==> src/rtl/imem_loader_if.sv <==
// Byte-stream and instruction-memory write-port bundle for the imem loader.
// Latency: none (wires only).  Backpressure: byte stream is valid/ready; the write port has none.
// Ports: byte_valid/byte_data/byte_ready (stream), mem_we/mem_addr/mem_wdata (memory write port).
interface imem_loader_if #(
  parameter int M = 32
);
  logic         byte_valid;
  logic [7:0]   byte_data;
  logic         byte_ready;
  logic         mem_we;
  logic [M-1:0] mem_addr;
  logic [M-1:0] mem_wdata;

  // master: byte source that also observes the memory write port
  modport master (
    output byte_valid, byte_data,
    input  byte_ready, mem_we, mem_addr, mem_wdata
  );

  // slave: the loader, which sinks bytes and drives the memory write port
  modport slave (
    input  byte_valid, byte_data,
    output byte_ready, mem_we, mem_addr, mem_wdata
  );
endinterface

==> src/rtl/imem_loader.sv <==
// Loads big-endian 32-bit words from a byte stream into instruction memory, holding the core in reset.
// Latency: start to done is 5n+1 cycles for n words on a continuous stream (4 accepts + 1 write per word).
// Backpressure: byte_ready is high only in COLLECT; a stalled stream simply holds state, no timeout.
// Ports: clk, rst_n; start/num_words request a load; bus carries the byte stream and memory write port;
//        busy/cpu_hold are high during COLLECT and WRITE; done pulses for one cycle at completion.
module imem_loader #(
  parameter int N  = 64,
  parameter int M  = 32,
  parameter int CW = $clog2(N + 1)
) (
  input  logic           clk,
  input  logic           rst_n,
  input  logic           start,
  input  logic [CW-1:0]  num_words,
  imem_loader_if.slave   bus,
  output logic           busy,
  output logic           done,
  output logic           cpu_hold
);

  typedef enum logic [1:0] {IDLE, COLLECT, WRITE, DONE} state_t;

  localparam logic [CW-1:0] N_MAX = CW'(N);

  state_t         state;
  state_t         state_nxt;
  logic [CW-1:0]  target;
  logic [CW-1:0]  index;
  logic [CW-1:0]  index_inc;
  logic [1:0]     byte_cnt;
  logic [23:0]    asm_q;     // first three bytes of the word being assembled
  logic           accept;

  assign index_inc = index + 1'b1;
  assign accept    = bus.byte_valid && (state == COLLECT);
  assign cpu_hold  = busy;

  always_ff @(posedge clk or negedge rst_n) begin
    if (!rst_n) state <= IDLE;
    else        state <= state_nxt;
  end

  // All outputs decode the registered state only, so no input reaches an output combinationally.
  always_comb begin
    state_nxt      = state;
    bus.byte_ready = 1'b0;
    bus.mem_we     = 1'b0;
    busy           = 1'b0;
    done           = 1'b0;
    case (state)
      IDLE: begin
        if (start) state_nxt = (num_words == '0) ? DONE : COLLECT;
      end
      COLLECT: begin
        bus.byte_ready = 1'b1;
        busy           = 1'b1;
        if (accept && byte_cnt == 2'd3) state_nxt = WRITE;
      end
      WRITE: begin
        bus.mem_we = 1'b1;
        busy       = 1'b1;
        // target is clamped to N, so the last written index is at most N-1
        state_nxt  = (index_inc == target) ? DONE : COLLECT;
      end
      DONE: begin
        done      = 1'b1;
        state_nxt = IDLE;
      end
      default: state_nxt = IDLE;
    endcase
  end

  // mem_addr/mem_wdata load only on the 4th byte of a word, so they stay stable
  // through WRITE and keep their last value between writes.
  always_ff @(posedge clk or negedge rst_n) begin
    if (!rst_n) begin
      target        <= '0;
      index         <= '0;
      byte_cnt      <= '0;
      asm_q         <= '0;
      bus.mem_addr  <= '0;
      bus.mem_wdata <= '0;
    end else begin
      case (state)
        IDLE: begin
          if (start && num_words != '0) begin
            target   <= (num_words > N_MAX) ? N_MAX : num_words;
            index    <= '0;
            byte_cnt <= '0;
          end
        end
        COLLECT: begin
          if (accept) begin
            byte_cnt <= byte_cnt + 2'd1;
            asm_q    <= {asm_q[15:0], bus.byte_data};
            if (byte_cnt == 2'd3) begin
              bus.mem_addr  <= M'(index) << 2;
              bus.mem_wdata <= M'({asm_q, bus.byte_data});
            end
          end
        end
        WRITE: begin
          index    <= index_inc;
          byte_cnt <= '0;
        end
        default: ;
      endcase
    end
  end

endmodule

==> src/flat_wrapper.sv <==
// flat-port wrapper written by rule: the top's interface ports become plain ports
module imem_loader_flat 
#(
  parameter int N  = 64,
  parameter int M  = 32,
  parameter int CW = $clog2(N + 1)
)
  (clk, rst_n, start, num_words, busy, done, cpu_hold, bus_byte_valid, bus_byte_data, bus_byte_ready, bus_mem_we, bus_mem_addr, bus_mem_wdata);
  imem_loader_if #(.M(M)) bus_i ();
  input  logic clk;
  input  logic rst_n;
  input  logic start;
  input  logic [CW-1:0] num_words;
  output logic busy;
  output logic done;
  output logic cpu_hold;
  input wire logic [$bits(bus_i.byte_valid)-1:0] bus_byte_valid;
  input wire logic [$bits(bus_i.byte_data)-1:0] bus_byte_data;
  output wire logic [$bits(bus_i.byte_ready)-1:0] bus_byte_ready;
  output wire logic [$bits(bus_i.mem_we)-1:0] bus_mem_we;
  output wire logic [$bits(bus_i.mem_addr)-1:0] bus_mem_addr;
  output wire logic [$bits(bus_i.mem_wdata)-1:0] bus_mem_wdata;
  assign bus_i.byte_valid = bus_byte_valid;
  assign bus_i.byte_data = bus_byte_data;
  assign bus_byte_ready = bus_i.byte_ready;
  assign bus_mem_we = bus_i.mem_we;
  assign bus_mem_addr = bus_i.mem_addr;
  assign bus_mem_wdata = bus_i.mem_wdata;
  imem_loader #(.N(N), .M(M), .CW(CW)) u_core (.clk(clk), .rst_n(rst_n), .start(start), .num_words(num_words), .bus(bus_i), .busy(busy), .done(done), .cpu_hold(cpu_hold));
endmodule
==> config.mk <==
export PLATFORM = sky130hd
export DESIGN_NAME = imem_loader_flat
export DESIGN_NICKNAME = d
export VERILOG_FILES = /design/src/rtl/imem_loader_if.sv /design/src/rtl/imem_loader.sv /design/src/flat_wrapper.sv
export SDC_FILE = /design/constraint.sdc
export NUM_CORES = 1
export LEC_CHECK = 0
export CAP_MARGIN = 10
export CORE_UTILIZATION = 50
export DETAILED_ROUTE_END_ITERATION = 7
export PLACE_DENSITY = 0.88
export SLEW_MARGIN = 30
export SYNTH_ARGS = -nofsm -noshare
export SYNTH_HDL_FRONTEND = slang
export SYNTH_SLANG_ARGS = --single-unit
==> constraint.sdc <==
create_clock -name clk -period 2.5 [get_ports clk]
set_clock_uncertainty 0.1 [all_clocks]
set_input_delay 0.75 -clock clk [delete_from_list [all_inputs] [get_ports clk]]
set_output_delay 0.75 -clock clk [all_outputs]
set_load 0.02 [all_outputs]
## After elaboration in Yosys (flattened, before gate mapping)

Index checks and enable logic that the tools add are counted.

| word-level totals | value |
|---|---|
| flip-flop bits (word level) | 81 |
| output and inout port bits | 69 |
| word-level logic and storage cells | 49 |

| cells by class | value |
|---|---|
| magnitude comparators | 1 |
| $add $sub $neg | 2 |
| equality and inequality tests | 9 |
| reductions and logical operators | 15 |
| mux-type cells | 15 |

Operators with widths:

| operator | number |
|---|---|
| 7-bit 2-to-1 mux | 2 |
| 7-bit case mux with 2 select lines | 1 |
| 2-bit 2-to-1 mux | 6 |
| 2-bit case mux with 4 select lines | 1 |
| 2-bit AND reduction | 4 |
| 7-bit by 1-bit adder with 7-bit output, second input constant | 1 |
| 7-bit == test | 1 |
| 7-bit > comparator, second input constant | 1 |
| 7-bit zero test | 1 |
| 7-bit nonzero test | 1 |
| 2-bit == test, second input constant | 3 |
| 2-bit case mux with 3 select lines | 1 |
| 3-bit AND reduction | 2 |
| 1-bit 2-to-1 mux | 4 |
| 2-bit by 1-bit inequality test with 1-bit output, second input constant | 2 |
| 2-bit inequality test, second input constant | 2 |
| 1-bit logical AND | 3 |
| 3-bit nonzero test | 1 |
| 2-bit by 1-bit adder with 2-bit output, second input constant | 1 |
| 2-bit by 1-bit == test with 1-bit output, second input constant | 1 |
| 2-bit zero test | 1 |
| 2-bit nonzero test | 1 |
| 2-bit OR reduction | 1 |

## Longest topological paths before layout

| logic depth | value |
|---|---|
| word-level depth | 5 |
| depth in mapped cells | 8 |
| depth with buffers taken out | 7 |

## Worst setup path before layout

No wires, ideal clock.

| timing | value |
|---|---|
| path kind | input port to flip-flop |
| start point | input num_words[4] |
| end point | register u_core.index[2] |
| library setup time | 0.118 ns |
| setup slack | 0.488 ns |
| stages | 5 |
| data required time | 2.282 ns |
| data arrival time | 1.794 ns |
| cells stage by stage | nor4_2 nand2_1 a31oi_1 o21bai_1 a21o_1 |

| on the way | value |
|---|---|
| longest elaborated chain between the ends | 4 |

Ends and longest elaborated chain:

| element | line | RTL |
|---|---|---|
| start, declared | flat_wrapper.sv:13 | `input logic [CW-1:0] num_words;` |
| 7-bit nonzero test | imem_loader.sv:86 | `if (start && num_words != '0) begin` |
| 1-bit logical AND | imem_loader.sv:86 |  |
| 2-bit by 1-bit inequality test with 1-bit output (no line) | n/a |  |
| 2-bit AND reduction (no line) | n/a |  |
| end signal, assigned | imem_loader.sv:103 | `index <= index_inc;` |
| end, declared | imem_loader.sv:28 | `logic [CW-1:0] index;` |

No other way between the ends.
A chain may end at the register's enable or synchronous reset.

## Worst setup path after layout

| timing | value |
|---|---|
| start point | register u_core.state[0] |
| end point | output busy |

| on the way | value |
|---|---|
| longest elaborated chain between the ends | 3 |
| elaborated cells between the ends (all ways) | 4 |

Ends and longest elaborated chain:

| element | line | RTL |
|---|---|---|
| start, declared | imem_loader.sv:25 | `state_t state;` |
| start signal, assigned | imem_loader.sv:40 | `else state <= state_nxt;` |
| 2-bit == test / 2-bit by 1-bit == test with 1-bit output (equally long branches) | imem_loader.sv:50 | `case (state)` |
| 2-bit OR reduction (no line) * | n/a |  |
| 1-bit 2-to-1 mux * | imem_loader.sv:50 |  |
| end, declared | flat_wrapper.sv:14 | `output logic busy;` |

Mark *: on every way between the ends. The rest lies on a longest branch, timed or not.

==> impl_metrics.py <==
metrics = {
    "status": {
        "outcome": "complete, no violations",
    },
    "floorplanning": {
        "io_pins": 88,
        "core-area_mm2": 0.00694,
        "die-height_um": 87.7,
        "die-area_mm2": 0.00768,
        "fp.dieW_um": 87.7,
        "fp-row-count": 30,
        "start_util_pct": 52.8,
    },
    "logic_synthesis": {
        "syn_inst": 284,
        "synth_largest_area_cell": "dfrtp_1",
        "synth-warning-count": 0,
        "synthArstFlopShare_pct": 100,
        "ys_seq_area_share_pct": 55.3,
        "syn_area_mm2": 0.00367,
        "ys_seq_elements": 81,
        "ys.flop_type": "dfrtp_1",
        "ys_top_cells_by_area": "dfrtp_1, mux2_2, buf_4",
        "synth_top_area_share_pct": 55.3,
        "synth_area_per_cell_um2": 12.9,
        "synth-edff-count": 0,
        "ys_types": 40,
    },
    "timing": {
        "hold_viol_final": 0,
        "slew_viol_final": 0,
        "fmax_mhz": 433,
        "setup_violations": 0,
        "rsz0062_at_grt": "no",
        "min_period_over_period_pct": 92.4,
        "period_needed_ns": 2.31,
    },
    "power_and_ir_drop": {
        "ir_drop_v": 0.000785,
        "p_leak_nw": 2.16,
        "power_density_mw_per_mm2": 1140,
        "total_power_mw": 5.20,
    },
    "route": {
        "met2_length_um": 3180,
        "wirelength_um": 6630,
        "dr.max_layer_used": "met4",
        "drtAntennaViolNets": 0,
        "route.detailed.drc": 0,
        "met3_length_um": 449,
        "vias": 2350,
        "dr.first_iter.drc_count": 89,
        "wl_met1_um": 2900,
        "routed_via_density": 5.13,
        "drt-wirelength-per-cell_um": 14.5,
        "drtPass1Iterations": 4,
    },
    "placement": {
        "dpl_cell_area_mm2": 0.00438,
        "post-dp-hpwl_um": 4560,
        "portBuffers": 62,
        "finalWeightedCongestion": 0.835,
    },
    "critical_path": {
        "r2r_cells": 6,
        "arrival_ns": 1.46,
        "cp-start-kind": "flop",
        "crit_fanout": 4,
        "critPathSlowestCell": "dfrtp_1",
        "endpoint_kind": "primary output",
        "path_class": "flop to primary output",
        "cp.required_ns": 1.65,
        "path_cells": "inv_1 -> ha_1 -> dlygate4sd2_1",
        "slowest_delay_ns": 0.40,
    },
    "clock_network": {
        "ctsHoldBuffers": 0,
        "htree_num_levels": 3,
        "cts_root_buffer": "clkbuf_8",
        "clk_pin_slew_worst_paths_ns": 0.08,
        "cts_tree": "yes",
        "cts.sinks": 81,
        "clockBufferDepth": 2,
        "cts_resized": 5,
        "clock_latency_ns": 0.35,
        "cts_buffers": 9,
        "cts_setup_buffers": 0,
    },
    "finish": {
        "finish.net_count": 382,
        "drive_gt1_share_pct": 26.8,
        "design_area_mm2": 0.00458,
        "antenna_cells": 0,
        "area_delta_synth_final_pct": 24.9,
    },
    "global_route": {
        "antenna_found_initial": 0,
        "grt_pass1_vias": 2268,
        "grt_max_degree": 46,
        "grt_remaining_overflow": 0,
        "grt_pass1_wl_um": 10900,
        "grt_use_total_pct": 18.9,
    },
    "job": {
        "drv_cap": 0,
    },
    "worst_hold_path": {
        "min-delay-path-class": "input port to async pin",
    },
}
[synthesized netlist by cell type, drive strengths merged (2+ instances only)]
library cell,n
inv,3
nor3,2
nand3,6
xor2,4
nor2b,2
and3,3
a21o,5
clkbuf,4
nand2b,8
o21ai,14
buf,32
nand3b,2
dfrtp,81
o211ai,3
ha,6
or3,2
a21oi,3
nor2,3
xnor2,6
or4,2
a21boi,2
nand2,15
mux2,63
[report_power, final]
part | leakage (nW) | switching (mW) | internal, mW
sequential | 1.06 | 0.354 | 1.83
combinational | 0.998 | 0.953 | 1.08
clock | 0.103 | 0.491 | 0.499
total | 2.16 | 1.80 | 3.41
[cell families after synthesis]
logic type | Yosys count | synth area share (%)
xor gates and xnor gates | 10 | 2.39
DFF | 81 | 55.3
and+or+nand+nor | 49 | 7.40
AOI/OAI and AO/OA | 35 | 6.28
other | 1 | 0.102
adders and majority gates | 6 | 2.05
muxes | 63 | 19.3
buffers and inverters | 39 | 7.20
[through the flow]
stage                     hold slack [ns]  instances  worst slack [ns]  util [%]   TNS, ns
after floorplan                     0.354        308             0.488         -         0
after global placement              0.385        442          -0.00176      63.0  -0.00176
after detailed placement            0.392        442           -0.0170      63.0   -0.0363
after CTS                           0.263        458             0.166      66.0         0
after global routing                0.283        458            0.0885      66.0         0
final                               0.266        458             0.191      66.0         0
[cells in the final DEF (no fill, tap or decap), types with 4 or more instances in the layout]
| cell | count |
|---|---|
| a21o_1 | 5 |
| buf_4 | 10 |
| clkbuf_8 | 10 |
| clkdlybuf4s50_1 | 56 |
| conb_1 | 25 |
| dfrtp_1 | 81 |
| dlygate4sd2_1 | 5 |
| ha_1 | 6 |
| mux2_2 | 63 |
| nand2_1 | 15 |
| nand2b_1 | 8 |
| nand3_1 | 4 |
| o21ai_0 | 14 |
| xnor2_1 | 6 |
| xor2_1 | 4 |
[state kept, by name, summed over array words and instances, names as in the netlist]
signal	cells
u_core.asm_q	24
u_core.bus.mem_addr	7
u_core.bus.mem_wdata	32
u_core.byte_cnt	2
u_core.index	7
u_core.state	2
u_core.target	7
[final cells by class]
type	instances	area, um2
Clock buffer	10	138
Clock inverter	6	72.6
Tap cell	96	120
Inverter	3	11.3
Sequential cell	81	2030
Timing Repair Buffer	74	739
Fill cell	514	2360
Multi-Input combinational cell	188	1470
[final timing paths]
kind	startpoint	end	slack [ns]
worst max-delay path	u_core.state[0]$_DFFE_PN0P_	busy	0.19
worst min-delay path	rst_n	u_core.target[1]$_DFFE_PN0P_	0.27
worst max register to register	u_core.index[0]$_DFFE_PN0P_	u_core.state[1]$_DFFE_PN0P_	0.34
worst min register to register	u_core.asm_q[23]$_DFFE_PN0P_	u_core.asm_q[23]$_DFFE_PN0P_	0.41
max in group asynchronous	rst_n	u_core.bus.mem_wdata[30]$_DFFE_PN0P_	1.44
min in group clk	u_core.asm_q[23]$_DFFE_PN0P_	u_core.asm_q[23]$_DFFE_PN0P_	0.41
[per-layer routing]
layer  track usage [%]  vias up
met5                 0        -
met4              8.94        0
met3              5.66       10
met2              30.3       87
met1              23.7     1159
li1                  -     1094
[worst max-delay path, delay by kind of cell (launching register included)]
kind | cells | cell delay (ns)
adder cells (fa/ha/maj) | 1 | 0.30
flip-flops | 1 | 0.40
buffers and inverters | 2 | 0.41
No activity file was read; power rests on OpenSTA's default activity.
